==> src/rtl/multicycle_ctrl_if.sv <==
// Control/handshake bundle between the multi-cycle sequencer and the execute
// datapath, instruction memory and data memory.
interface multicycle_ctrl_if #(
  parameter int RET_W = 32
);
  logic             halt;
  logic [3:0]       instr_op;
  logic             zero;
  logic             i_ready;
  logic             d_ready;
  logic             i_req;
  logic             ir_write;
  logic             pc_write;
  logic [1:0]       PC_Src;
  logic [1:0]       ALUSrc;
  logic [3:0]       ALUOp;
  logic             mem_R;
  logic             mem_W;
  logic             WB;
  logic             RegW;
  logic             link;
  logic             flags_write;
  logic [2:0]       state;
  logic             fault;
  logic [RET_W-1:0] retired;

  modport master (
    input  halt, instr_op, zero, i_ready, d_ready,
    output i_req, ir_write, pc_write, PC_Src, ALUSrc, ALUOp, mem_R, mem_W,
           WB, RegW, link, flags_write, state, fault, retired
  );

  modport slave (
    output halt, instr_op, zero, i_ready, d_ready,
    input  i_req, ir_write, pc_write, PC_Src, ALUSrc, ALUOp, mem_R, mem_W,
           WB, RegW, link, flags_write, state, fault, retired
  );
endinterface

==> src/rtl/multicycle_ctrl.sv <==
// Multi-cycle instruction sequencer: FETCH/DECODE/EXECUTE/MEMORY/WRITEBACK with
// memory-ready handshakes, a wait timeout, a retired counter and a sticky FAULT state.
module multicycle_ctrl #(
  parameter int MEM_TIMEOUT = 15,
  parameter int RET_W       = 32
) (
  input logic               clk,
  input logic               rst,
  multicycle_ctrl_if.master bus
);

  localparam int WAIT_W = (MEM_TIMEOUT < 2) ? 1 : $clog2(MEM_TIMEOUT + 1);
  localparam logic [WAIT_W-1:0] WAIT_LAST = WAIT_W'((MEM_TIMEOUT > 0) ? (MEM_TIMEOUT - 1) : 0);
  localparam logic [WAIT_W-1:0] WAIT_SAT  = {WAIT_W{1'b1}};

  localparam logic [3:0] OP_CMP  = 4'd3;
  localparam logic [3:0] OP_ANDI = 4'd4;
  localparam logic [3:0] OP_ADDI = 4'd5;
  localparam logic [3:0] OP_LW   = 4'd6;
  localparam logic [3:0] OP_SW   = 4'd7;
  localparam logic [3:0] OP_BEQ  = 4'd8;
  localparam logic [3:0] OP_J    = 4'd9;
  localparam logic [3:0] OP_JAL  = 4'd10;
  localparam logic [3:0] OP_SLL  = 4'd11;
  localparam logic [3:0] OP_SLR  = 4'd12;
  localparam logic [3:0] OP_ILL  = 4'd15;

  localparam logic [1:0] PC_SEQ    = 2'b00;
  localparam logic [1:0] PC_JUMP   = 2'b01;
  localparam logic [1:0] PC_BRANCH = 2'b10;

  typedef enum logic [2:0] {
    ST_IDLE      = 3'd0,
    ST_FETCH     = 3'd1,
    ST_DECODE    = 3'd2,
    ST_EXECUTE   = 3'd3,
    ST_MEMORY    = 3'd4,
    ST_WRITEBACK = 3'd5,
    ST_FAULT     = 3'd7
  } state_e;

  state_e           state_q, state_d;
  logic [3:0]       op_q, op_d;
  logic [WAIT_W-1:0] wait_q, wait_d;
  logic [RET_W-1:0] retired_q, retired_d;

  logic       timeout_s;
  logic       waiting_s;
  logic       retire_s;
  logic       i_req_s, ir_write_s, pc_write_s;
  logic [1:0] pc_src_s, alu_src_s;
  logic [3:0] alu_op_s;
  logic       mem_r_s, mem_w_s, wb_s, reg_w_s, link_s, flags_write_s;

  // Immediate-type and shift-amount operand selection for the ALU B input.
  function automatic logic [1:0] alu_src_f(input logic [3:0] op);
    logic [1:0] src;
    case (op)
      OP_ANDI, OP_ADDI, OP_LW, OP_SW: src = 2'b01;
      OP_SLL, OP_SLR:                 src = 2'b10;
      default:                        src = 2'b00;
    endcase
    return src;
  endfunction

  assign timeout_s = (MEM_TIMEOUT != 0) && (wait_q == WAIT_LAST);
  assign waiting_s = ((state_q == ST_FETCH) && !bus.i_ready) ||
                     ((state_q == ST_MEMORY) && !bus.d_ready);

  // State, opcode, wait counter and retired counter registers.
  always_ff @(posedge clk or negedge rst) begin
    if (!rst) begin
      state_q   <= ST_IDLE;
      op_q      <= 4'd0;
      wait_q    <= '0;
      retired_q <= '0;
    end else begin
      state_q   <= state_d;
      op_q      <= op_d;
      wait_q    <= wait_d;
      retired_q <= retired_d;
    end
  end

  // Next-state and control decode.
  always_comb begin
    state_d       = state_q;
    op_d          = op_q;
    wait_d        = wait_q;
    retired_d     = retired_q;
    retire_s      = 1'b0;
    i_req_s       = 1'b0;
    ir_write_s    = 1'b0;
    pc_write_s    = 1'b0;
    pc_src_s      = PC_SEQ;
    alu_src_s     = 2'b00;
    alu_op_s      = 4'd0;
    mem_r_s       = 1'b0;
    mem_w_s       = 1'b0;
    wb_s          = 1'b0;
    reg_w_s       = 1'b0;
    link_s        = 1'b0;
    flags_write_s = 1'b0;

    case (state_q)
      ST_IDLE: begin
        if (!bus.halt) begin
          state_d = ST_FETCH;
        end else begin
          state_d = ST_IDLE;
        end
      end
      ST_FETCH: begin
        if (bus.i_ready) begin
          i_req_s    = 1'b1;
          ir_write_s = 1'b1;
          pc_write_s = 1'b1;
          pc_src_s   = PC_SEQ;
          op_d       = bus.instr_op;
          state_d    = ST_DECODE;
        end else if (timeout_s) begin
          state_d = ST_FAULT;
        end else begin
          i_req_s = 1'b1;
        end
      end
      ST_DECODE: begin
        case (op_q)
          OP_ILL: state_d = ST_FAULT;
          OP_J: begin
            pc_write_s = 1'b1;
            pc_src_s   = PC_JUMP;
            retire_s   = 1'b1;
          end
          OP_JAL: begin
            pc_write_s = 1'b1;
            pc_src_s   = PC_JUMP;
            reg_w_s    = 1'b1;
            link_s     = 1'b1;
            retire_s   = 1'b1;
          end
          default: state_d = ST_EXECUTE;
        endcase
      end
      ST_EXECUTE: begin
        alu_op_s  = op_q;
        alu_src_s = alu_src_f(op_q);
        case (op_q)
          OP_BEQ: begin
            pc_write_s = bus.zero;
            pc_src_s   = PC_BRANCH;
            retire_s   = 1'b1;
          end
          OP_CMP: begin
            flags_write_s = 1'b1;
            retire_s      = 1'b1;
          end
          OP_LW, OP_SW: state_d = ST_MEMORY;
          default:      state_d = ST_WRITEBACK;
        endcase
      end
      ST_MEMORY: begin
        alu_op_s  = op_q;
        alu_src_s = alu_src_f(op_q);
        // Strobes drop in the cycle a timeout hands over to FAULT.
        if (bus.d_ready) begin
          mem_r_s = (op_q == OP_LW);
          mem_w_s = (op_q == OP_SW);
          if (op_q == OP_SW) begin
            retire_s = 1'b1;
          end else begin
            state_d = ST_WRITEBACK;
          end
        end else if (timeout_s) begin
          state_d = ST_FAULT;
        end else begin
          mem_r_s = (op_q == OP_LW);
          mem_w_s = (op_q == OP_SW);
        end
      end
      ST_WRITEBACK: begin
        reg_w_s  = 1'b1;
        wb_s     = (op_q == OP_LW);
        retire_s = 1'b1;
      end
      ST_FAULT: state_d = ST_FAULT;
      default:  state_d = ST_FAULT;
    endcase

    if (retire_s) begin
      retired_d = retired_q + RET_W'(1);
      state_d   = bus.halt ? ST_IDLE : ST_FETCH;
    end else begin
      retired_d = retired_q;
    end

    if ((state_d != state_q) || !waiting_s) begin
      wait_d = '0;
    end else if (wait_q != WAIT_SAT) begin
      wait_d = wait_q + WAIT_W'(1);
    end else begin
      wait_d = wait_q;
    end
  end

  assign bus.i_req       = i_req_s;
  assign bus.ir_write    = ir_write_s;
  assign bus.pc_write    = pc_write_s;
  assign bus.PC_Src      = pc_src_s;
  assign bus.ALUSrc      = alu_src_s;
  assign bus.ALUOp       = alu_op_s;
  assign bus.mem_R       = mem_r_s;
  assign bus.mem_W       = mem_w_s;
  assign bus.WB          = wb_s;
  assign bus.RegW        = reg_w_s;
  assign bus.link        = link_s;
  assign bus.flags_write = flags_write_s;
  assign bus.state       = state_q;
  assign bus.fault       = (state_q == ST_FAULT);
  assign bus.retired     = retired_q;

endmodule

==> src/flat_wrapper.sv <==
// flat-port wrapper written by rule: the top's interface ports become plain ports
module multicycle_ctrl_flat 
#(
  parameter int MEM_TIMEOUT = 15,
  parameter int RET_W       = 32
)
  (clk, rst, bus_halt, bus_instr_op, bus_zero, bus_i_ready, bus_d_ready, bus_i_req, bus_ir_write, bus_pc_write, bus_PC_Src, bus_ALUSrc, bus_ALUOp, bus_mem_R, bus_mem_W, bus_WB, bus_RegW, bus_link, bus_flags_write, bus_state, bus_fault, bus_retired);
  multicycle_ctrl_if #(.RET_W(RET_W)) bus_i ();
  input logic clk;
  input logic rst;
  input wire logic [$bits(bus_i.halt)-1:0] bus_halt;
  input wire logic [$bits(bus_i.instr_op)-1:0] bus_instr_op;
  input wire logic [$bits(bus_i.zero)-1:0] bus_zero;
  input wire logic [$bits(bus_i.i_ready)-1:0] bus_i_ready;
  input wire logic [$bits(bus_i.d_ready)-1:0] bus_d_ready;
  output wire logic [$bits(bus_i.i_req)-1:0] bus_i_req;
  output wire logic [$bits(bus_i.ir_write)-1:0] bus_ir_write;
  output wire logic [$bits(bus_i.pc_write)-1:0] bus_pc_write;
  output wire logic [$bits(bus_i.PC_Src)-1:0] bus_PC_Src;
  output wire logic [$bits(bus_i.ALUSrc)-1:0] bus_ALUSrc;
  output wire logic [$bits(bus_i.ALUOp)-1:0] bus_ALUOp;
  output wire logic [$bits(bus_i.mem_R)-1:0] bus_mem_R;
  output wire logic [$bits(bus_i.mem_W)-1:0] bus_mem_W;
  output wire logic [$bits(bus_i.WB)-1:0] bus_WB;
  output wire logic [$bits(bus_i.RegW)-1:0] bus_RegW;
  output wire logic [$bits(bus_i.link)-1:0] bus_link;
  output wire logic [$bits(bus_i.flags_write)-1:0] bus_flags_write;
  output wire logic [$bits(bus_i.state)-1:0] bus_state;
  output wire logic [$bits(bus_i.fault)-1:0] bus_fault;
  output wire logic [$bits(bus_i.retired)-1:0] bus_retired;
  assign bus_i.halt = bus_halt;
  assign bus_i.instr_op = bus_instr_op;
  assign bus_i.zero = bus_zero;
  assign bus_i.i_ready = bus_i_ready;
  assign bus_i.d_ready = bus_d_ready;
  assign bus_i_req = bus_i.i_req;
  assign bus_ir_write = bus_i.ir_write;
  assign bus_pc_write = bus_i.pc_write;
  assign bus_PC_Src = bus_i.PC_Src;
  assign bus_ALUSrc = bus_i.ALUSrc;
  assign bus_ALUOp = bus_i.ALUOp;
  assign bus_mem_R = bus_i.mem_R;
  assign bus_mem_W = bus_i.mem_W;
  assign bus_WB = bus_i.WB;
  assign bus_RegW = bus_i.RegW;
  assign bus_link = bus_i.link;
  assign bus_flags_write = bus_i.flags_write;
  assign bus_state = bus_i.state;
  assign bus_fault = bus_i.fault;
  assign bus_retired = bus_i.retired;
  multicycle_ctrl #(.MEM_TIMEOUT(MEM_TIMEOUT), .RET_W(RET_W)) u_core (.clk(clk), .rst(rst), .bus(bus_i));
endmodule
==> config.mk <==
export PLATFORM = sky130hd
export DESIGN_NAME = multicycle_ctrl_flat
export DESIGN_NICKNAME = d
export VERILOG_FILES = /design/src/rtl/multicycle_ctrl_if.sv /design/src/rtl/multicycle_ctrl.sv /design/src/flat_wrapper.sv
export SDC_FILE = /design/constraint.sdc
export NUM_CORES = 1
export LEC_CHECK = 0
export CORE_MARGIN = 1
export CORE_UTILIZATION = 32
export CTS_BUF_LIST = sky130_fd_sc_hd__clkbuf_8
export DETAILED_ROUTE_END_ITERATION = 6
export PLACE_DENSITY = 0.63
export SLEW_MARGIN = 10
export SYNTH_ARGS = -nofsm -noshare
export SYNTH_HDL_FRONTEND = slang
export SYNTH_SLANG_ARGS = --single-unit
==> constraint.sdc <==
create_clock -name clk -period 4.1 [get_ports clk]
set_clock_uncertainty 0.1 [all_clocks]
set_input_delay 0.82 -clock clk [delete_from_list [all_inputs] [get_ports clk]]
set_output_delay 0.82 -clock clk [all_outputs]
set_load 0.05 [all_outputs]
==> flow_summary.yaml <==
min_path:
  worstHoldEndpoint: "u_core.bus.retired[31]$_DFFE_PN0P_"
  hold_depth: 1
  min_from: "u_core.bus.retired[31]$_DFFE_PN0P_"
  hp-class: "reg -> reg"
power_and_ir_drop:
  ir_drop_uv: 301
  power_mw: 1.82
  powerDensity_nw_per_um2: 570
  leakage_nw: 1.17
logic_synthesis:
  synth.distinct_cells: 42
  synth_fp_nets: 265
  synth_edf_count: 0
  yosysTopAreaCell: "dfrtp_1"
  syn_area_um2: 2410
  ys.flop_type: "dfrtp_1"
  yosysSeqAreaShare: 0.446
  synth_cells: 252
  yosysWarningCount: 0
  synth.avg_cell_area_um2: 9.58
  yosysTopAreaCellShare: 0.446
  synth_area_leaders: "dfrtp_1 (45%), xor2_1 (7.3%), xnor2_1 (4.7%)"
  synth_seq_cells: 43
  async_reset_ff_frac: 1.00
setup_path:
  worstPathArrival_ns: 2.62
  cp-start-kind: "input port"
  r2r_end: "u_core.bus.retired[9]$_DFFE_PN0P_"
  crit_fanout: 5
  cp.required_ns: 3.18
  cp-end-kind: "primary output"
  reg2regPathDepth: 5
  rrSetupSlack_ns: 1.79
  r2r-start: "u_core.op_q[0]$_DFFE_PN0P_"
  path_class: "in -> out"
outcome:
  outcome: "finished clean"
detailed_routing:
  vias: 2109
  post_drt_via_cell_ratio: 5.14
  routed_wl_mm: 5.95
  firstDrtPassIters: 4
  wire_per_inst_um: 14.5
  final_antenna_net_count: 0
  drc: 0
  drt-initial-drc-count: 119
timing:
  fin_crit_sh: 0.863
  setup_viol: 0
  hold_viol_final: 0
  layout_min_cycle_time_ns: 3.54
  setup_tns_ns: 0
  relSlewSlack: 0.336
  drv_slew: 0
  rsz0062_at_grt: "false"
  worst_slew_pin_slew_ns: 0.997
  fmax_ghz: 0.283
  setup_ws_ns: 0.562
  holdWs_ns: 0.378
floorplanning:
  ios: 63
  initial_core_util: 0.331
  core_um2: 7290
  chipWidth_um: 88.9
  die_y_um: 88.9
  die_area_um2: 7900
  rows: 31
run:
  drv_cap: 0
clock_network:
  hold_buffers: 0
  cts_tree: "built"
  clockBufferDepth: 2
  htreeDepth: 2
  clock-root-buffer: "clkbuf_8"
  clk_latency_ns: 0.30
  clk_pin_slew_ns: 0.09
  cts_buffers: 5
  post_cts_buffers: 0
  cts.sinks: 43
  ctsResizeCount: 0
placement:
  gp_congestion: 0.807
  place_ws_ns: 0.572
  dp_hpwl_mm: 4.12
  placed_cell_area_um2: 3110
  dp.cells: 402
  port-buffer-count: 62
finish:
  insertedDiodeCount: 0
  final_area_um2: 3200
  final_cell_count_no_fill: 410
  finalNetCount: 323
  syn2layout_area_growth_pct: 32.4
  final_util: 0.438
  drive_gt1_frac: 0.0611
global_route:
  grt_use_total: 0.160
  grt_max_degree: 44
  grt_pass1_vias: 1990
  grt_overflow_total: 0
  grt_pass1_wl_mm: 9.76
  antenna_found_initial: 0
[layer usage]
metal  up-vias  track usage  routed length, um
met3         6       0.0252                205
met1      1025        0.237               2960
li1       1027            -                  -
met4         0       0.0425                 62
met5         -            0                  0
met2        51        0.241               2720
[cell families (layout without fill, tap and decap cells)]
group,count (synthesis),after routing,synth area share
buffers and inverters,17,76,0.0316
adder cells (fa/ha/maj),4,4,0.0197
multiplexers,6,6,0.0275
AO/OA/AOI/OAI,23,23,0.0617
XOR/XNOR,33,33,0.120
flip-flops,43,43,0.446
AND/OR/NAND/NOR,126,126,0.294
[layout make-up]
cell class	count	area (um2)
tap	99	124
timing repair buffer	64	631
multi-input combinational	192	1260
inverter	4	15.0
clock inverter	3	20.0
fill	726	4100
sequential	43	1080
clock buffer	5	68.8
[critical path: stages]
cell,delay (ns)
clkdlybuf4s50_1,0.55
nor3b_2,0.27
a21oi_1,0.10
nand2_1,0.07
clkdlybuf4s50_1,0.80
[synth_stat cells, types with 2 or more instances]
| library cell | count |
|---|---|
| a21o_1 | 2 |
| a21oi_1 | 3 |
| a31oi_1 | 5 |
| and2_1 | 3 |
| and3_1 | 8 |
| and4_1 | 4 |
| buf_2 | 4 |
| clkbuf_1 | 7 |
| dfrtp_1 | 43 |
| ha_1 | 3 |
| inv_1 | 4 |
| mux2_2 | 5 |
| nand2_1 | 22 |
| nand3_1 | 18 |
| nand3b_1 | 4 |
| nand4_1 | 13 |
| nor2_1 | 11 |
| nor2b_1 | 9 |
| nor3_1 | 14 |
| nor3b_1 | 3 |
| nor4_1 | 10 |
| o21a_1 | 2 |
| o21ai_0 | 4 |
| o22ai_1 | 2 |
| xnor2_1 | 13 |
| xor2_1 | 20 |
[how the worst max path moves through the flow]
stage                     cells after the start  slack (ns)                           from             to
after floorplan                               5        0.38  u_core.bus.state[2]$_DFF_PN0_  bus_ALUSrc[0]
after global placement                        5        0.58                    bus_i_ready   bus_pc_write
after detailed placement                      5        0.57                    bus_i_ready   bus_pc_write
after CTS                                     5        0.57                    bus_i_ready   bus_pc_write
after global routing                          5        0.50                    bus_i_ready   bus_pc_write
final                                         5        0.56                    bus_i_ready   bus_pc_write
[sequential cells by signal (all words and copies together), names as in the netlist]
name                flops
u_core.bus.retired     32
u_core.op_q             4
u_core.wait_q           4
u_core.bus.state        3
[power breakdown]
group	switching, mW	total [mW]	internal (mW)	leakage [nW]
Sequential	0.152	0.642	0.489	0.484
Clock	0.155	0.274	0.119	0.0402
Combinational	0.572	0.908	0.335	0.642
Total	0.880	1.82	0.944	1.17
[cell usage in the layout (no fill, tap or decap), drive strengths merged, types with 2 or more instances in the layout]
master         count
o22ai              2
nor4              10
nand3b             4
inv                4
a21o               2
nand4             13
nand3             18
nor2              11
and2               3
nor3b              4
nor3              14
mux2               5
o21a               2
clkdlybuf4s50     61
xor2              20
dfrtp             43
ha                 3
nand2             22
and4               4
xnor2             13
a21oi              3
o21ai              4
a31oi              5
nor2b              9
clkbuf             5
and3               9
clkinvlp           2
buf                3
No activity file was read; power rests on OpenSTA's default activity.
